[src/rtl/cbb_rs_downsizer_pkg.sv]
// rtl/cbb_rs_downsizer_pkg.sv - shared state encoding and elaboration helpers for the downsizer
package cbb_rs_downsizer_pkg;

  typedef enum logic {
    ST_EMPTY = 1'b0,
    ST_SEND  = 1'b1
  } state_t;

  function automatic int cbb_clog2(input int value);
    int result;
    result = 0;
    for (int i = 0; i < 31; i++) begin
      if ((1 << i) < value) begin
        result = i + 1;
      end
    end
    return result;
  endfunction

  // Slice counter width; a ratio of 1 would otherwise collapse to zero bits.
  function automatic int cbb_cnt_width(input int ratio);
    return (cbb_clog2(ratio) < 1) ? 1 : cbb_clog2(ratio);
  endfunction

  function automatic bit cbb_params_ok(input int data_width, input int ratio);
    return (ratio >= 2) && ((data_width % ratio) == 0);
  endfunction

endpackage

[src/rtl/cbb_rs_downsizer.sv]
// rtl/cbb_rs_downsizer.sv - wide-to-narrow stream downsizer with registered master side
module cbb_rs_downsizer
  import cbb_rs_downsizer_pkg::*;
#(
  parameter  int P_DATA_WIDTH = 64,
  parameter  int P_RATIO      = 4,
  localparam int P_OUT_WIDTH  = P_DATA_WIDTH / P_RATIO,
  localparam int P_CNT_WIDTH  = cbb_cnt_width(P_RATIO)
) (
  input  logic                    i_clk,
  input  logic                    i_rstn,
  input  logic                    slv_i_valid,
  input  logic [P_DATA_WIDTH-1:0] slv_i_data,
  input  logic [P_CNT_WIDTH-1:0]  slv_i_nslc,
  input  logic                    slv_i_last,
  output logic                    slv_o_ready,
  output logic                    mst_o_valid,
  output logic [P_OUT_WIDTH-1:0]  mst_o_data,
  output logic                    mst_o_last,
  input  logic                    mst_i_ready
);

  if (!cbb_params_ok(P_DATA_WIDTH, P_RATIO)) begin : g_param_check
    $error("cbb_rs_downsizer: P_RATIO must be >= 2 and divide P_DATA_WIDTH");
  end

  state_t                   state_q, state_d;
  logic [P_CNT_WIDTH-1:0]   idx_q, idx_d;
  logic [P_CNT_WIDTH-1:0]   nslc_q, nslc_d;
  logic [P_CNT_WIDTH-1:0]   idx_inc;
  logic                     last_q, last_d;
  logic                     valid_q, valid_d;
  logic [P_OUT_WIDTH-1:0]   out_q, out_d;
  logic                     olast_q, olast_d;
  logic [P_DATA_WIDTH-1:0]  word_q;
  logic [P_OUT_WIDTH-1:0]   slc [P_RATIO];
  logic                     beat_fire;
  logic                     beat_final;
  logic                     word_load;

  for (genvar k = 0; k < P_RATIO; k++) begin : g_slice
    assign slc[k] = word_q[k*P_OUT_WIDTH +: P_OUT_WIDTH];
  end

  assign beat_fire   = valid_q & mst_i_ready;
  assign beat_final  = (idx_q == nslc_q);
  // Ready never looks at slv_i_valid, so no combinational loop through upstream.
  assign slv_o_ready = (state_q == ST_EMPTY) | (beat_fire & beat_final);
  assign word_load   = slv_i_valid & slv_o_ready;
  assign idx_inc     = idx_q + 1'b1;

  always_comb begin
    state_d = state_q;
    idx_d   = idx_q;
    nslc_d  = nslc_q;
    last_d  = last_q;
    valid_d = valid_q;
    out_d   = out_q;
    olast_d = olast_q;

    case (state_q)
      ST_EMPTY: begin
        state_d = ST_EMPTY;
      end
      ST_SEND: begin
        if (beat_fire) begin
          if (!beat_final) begin
            idx_d   = idx_inc;
            out_d   = slc[idx_inc];
            olast_d = last_q & (idx_inc == nslc_q);
          end else begin
            state_d = ST_EMPTY;
            valid_d = 1'b0;
            olast_d = 1'b0;
          end
        end
      end
      default: begin
        state_d = ST_EMPTY;
        valid_d = 1'b0;
        olast_d = 1'b0;
      end
    endcase

    // A load overrides the drain so the final beat hands over with no bubble.
    if (word_load) begin
      state_d = ST_SEND;
      valid_d = 1'b1;
      idx_d   = '0;
      nslc_d  = slv_i_nslc;
      last_d  = slv_i_last;
      out_d   = slv_i_data[P_OUT_WIDTH-1:0];
      olast_d = slv_i_last & (slv_i_nslc == '0);
    end
  end

  always_ff @(posedge i_clk or negedge i_rstn) begin
    if (!i_rstn) begin
      state_q <= ST_EMPTY;
      idx_q   <= '0;
      nslc_q  <= '0;
      last_q  <= 1'b0;
      valid_q <= 1'b0;
      out_q   <= '0;
      olast_q <= 1'b0;
    end else begin
      state_q <= state_d;
      idx_q   <= idx_d;
      nslc_q  <= nslc_d;
      last_q  <= last_d;
      valid_q <= valid_d;
      out_q   <= out_d;
      olast_q <= olast_d;
    end
  end

  always_ff @(posedge i_clk) begin
    if (word_load) begin
      word_q <= slv_i_data;
    end
  end

  assign mst_o_valid = valid_q;
  assign mst_o_data  = out_q;
  assign mst_o_last  = olast_q;

endmodule

[config.mk]
export PLATFORM = sky130hd
export DESIGN_NAME = cbb_rs_downsizer
export DESIGN_NICKNAME = d
export VERILOG_FILES = /design/src/rtl/cbb_rs_downsizer_pkg.sv /design/src/rtl/cbb_rs_downsizer.sv
export SDC_FILE = /design/constraint.sdc
export NUM_CORES = 1
export LEC_CHECK = 0
export CORE_MARGIN = 5
export CORE_UTILIZATION = 49
export CTS_BUF_LIST = sky130_fd_sc_hd__clkbuf_4 sky130_fd_sc_hd__clkbuf_8 sky130_fd_sc_hd__clkbuf_16
export DETAILED_ROUTE_END_ITERATION = 6
export GPL_TIMING_DRIVEN = 0
export PLACE_DENSITY = 0.77
export REMOVE_ABC_BUFFERS = 1
export SLEW_MARGIN = 15
export SYNTH_ARGS = -nofsm -noshare
export SYNTH_HDL_FRONTEND = slang
export SYNTH_SLANG_ARGS = --single-unit
export TNS_END_PERCENT = 30
[constraint.sdc]
create_clock -name i_clk -period 4 [get_ports i_clk]
set_clock_uncertainty 0.15 [all_clocks]
set_input_delay 0.8 -clock i_clk [delete_from_list [all_inputs] [get_ports i_clk]]
set_output_delay 0.8 -clock i_clk [all_outputs]
set_load 0.02 [all_outputs]
==> impl_metrics.ini <==
[status]
status = finished, final reports clean

[yosys]
yosysTopAreaCell = edfxtp_1
synthArstFlopShare_pct = 27.3
seq_area_frac_synth_pct = 67.9
yosysWarnings = 0
syn_area_sq_um = 3710
ys_types = 31
synth_area_leaders = edfxtp_1 52%, dfrtp_1 16%, mux2_4 10%
synth_top_flop_cell = edfxtp_1
syn_avg_cell_area_sq_um = 19.7
synth-seq-cells = 88
synthTopCellsByCount = 64 x edfxtp_1, 25 x mux2_4, 24 x dfrtp_1
syn_inst = 189
synth_edf_count = 64
yosysTopAreaCellShare_pct = 51.7
synth_most_common_cell = edfxtp_1

[cts]
clk_pin_slew_ns = 0.09
cts_sinks = 88
numCtsBuffers = 9
post_cts_buffers = 0
clock_path_buffers = 2
cts_tree = done
root_buffer = clkbuf_8
cts_max_level = 3
clock_latency_ns = 0.35
cts_hold_buffers = 0
ctsResizeCount = 0

[worst_setup_path]
slowest_stage = dfrtp_1
cp_cell_sequence = xnor2_1 > nand3_1 > nand2_1 > clkdlybuf4s50_1
arrival_ns = 2.56
cp.required_ns = 3.05
path_buf_inv = 1
cp_max_fo = 25
worst_setup_path_start_kind = register
cp_top_family = flip-flops
slowest_delay_ns = 1.07
critPathKind = reg -> out
cp-end-kind = output port

[timing]
min_period_over_period_pct = 87.9
slew_headroom_pct = 26.4
finalMaxSlewViolations = 0
finalSetupViolations = 0
tightest_slew_ns = 1.10
period_needed_ns = 3.51
finalWorstSetupSlack_ns = 0.485
fmax_ghz = 0.285
fin_hold_ws_ns = 0.296
finalHoldViolations = 0
rsz0062_at_grt = no

[die]
rows = 31
start_util_pct = 50.7
die_h_microns = 97.1
dieArea_sq_um = 9420
die_w_microns = 97.1
ios = 90
core_region_area_sq_um = 7330

[placed_design]
hpwl_microns = 4670
routabilityCongestion = 0.854
place_inst = 368
place_ws_ns = 0.707
placed_area_sq_um = 4670
port_buffers = 89

[pwr]
switching_share_pct = 27.2
p_switching_uw = 786
p_per_area_nw_per_um2 = 588
internal_power_mw = 2.10
p_seq_share_pct = 44.1
p_clk_share_pct = 25.4
comb_power_share_pct = 30.5
vdd_drop_max_mv = 0.323
power.leakage_nw = 1.80

[cells_and_area]
fin_cells = 384
fin_nets = 351
fin_util_pct = 66.9
fin_area_sq_um = 4900
n_antenna_cell = 0
drive_above_1_share_pct = 24.6
syn_to_final_growth_pct = 32.0
fillers = 507

[detailed_routing]
wl_met2_microns = 3580
wl_met3_microns = 455
drc = 0
wirelength_microns = 6970
wl_per_cell_microns = 18.1
ant_nets = 0
drt_first_iter_violations = 58
top_layer = met4
viasPerCell = 5.19
drt_first_pass_iters = 4
wl_met1_microns = 2850
vias = 1994

[grt]
grt_max_degree = 65
overflow = 0
gr-usage-all-layers_pct = 15.2
grt_pass1_vias = 2203
grt_pass1_wl_microns = 11100
antenna_found_initial = 0

[flow_run]
drv_cap = 0

[worst_hold_path]
worstHoldPathType = in -> async
==> registers in the layout (all words and copies together), names as in the netlist <==
signal	cells
mst_o_last	1
last_q	1
state_q	1
idx_q	2
mst_o_data	16
mst_o_valid	1
word_q	64
nslc_q	2
==> cells by family after synthesis <==
logic type / after synthesis / synth area share, %
buffers and inverters: 11 / 1.99
AO/OA/AOI/OAI: 16 / 3.57
flip-flops: 88 / 67.9
AND/OR/NAND/NOR: 18 / 2.29
multiplexers: 52 / 23.1
XOR/XNOR: 4 / 1.15
==> path summary, 6_finish.rpt <==
path | startpoint | endpoint | slack [ns] | cells past startpoint
min reg2reg | last_q | last_q | 0.36 | 1
max | idx_q[0] | slv_o_ready | 0.49 | 4
min | i_rstn | mst_o_data[13] | 0.30 | 1
max reg2reg | idx_q[0] | word_q[43] | 0.89 | 3
max in group asynchronous | i_rstn | idx_q[1] | 2.98 | 1
min in group i_clk | last_q | last_q | 0.36 | 1
==> power by group through the flow <==
stage / clock network, mW / registers [mW] / logic, mW
4_1_cts: 0.750 / 1.28 / 0.890
5_1_grt: 0.789 / 1.30 / 0.935
2_1_floorplan: 0 / 1.35 / 0.470
3_5_place_dp: 0 / 1.30 / 0.887
6_report: 0.734 / 1.27 / 0.880
3_3_place_gp: 0 / 1.29 / 0.871
==> final cells by class <==
class                      instances  area [sq um]  area share [%]
clock inverter                     5           104            2.12
timing repair buffer              89           886            18.1
tap                               99           124            2.53
multi-input combinational         90          1120            22.8
inverter                           2          10.0           0.204
sequential                        88          2520            51.5
clock buffer                      11           139            2.83
==> placed cells by master, fill, tap and decap left out, drive strengths merged, types with 3 or more instances in the layout <==
master	synthesis	routed
a21oi	3	3
bufinv	0	3
clkbuf	3	11
clkdlybuf4s50	0	88
dfrtp	24	24
edfxtp	64	64
inv	2	3
mux2	35	35
mux4	16	16
nand2	8	8
nand3	3	3
o21ai	5	5
==> stage by stage <==
stage | TNS [ns] | total power [mW]
after floorplan | 0 | 1.82
after global placement | -33.60 | 2.16
after detailed placement | 0 | 2.18
after CTS | 0 | 2.92
after global routing | 0 | 3.02
final | 0 | 2.89
==> worst register-to-register path, delay by kind of cell (launching register included) <==
kind,cells,cell delay [ns]
DFF,1,1.07
buffers and inverters,1,0.65
xor gates and xnor gates,1,0.24
AOI/OAI and AO/OA,1,0.59
==> layer usage <==
| layer | track usage, % | up-vias |
|---|---|---|
| met5 | 0 | - |
| met4 | 5.62 | 0 |
| met3 | 4.95 | 7 |
| met2 | 25.5 | 69 |
| met1 | 18.2 | 990 |
| li1 | - | 928 |
Note: power is estimated with default switching activity, not from simulation.
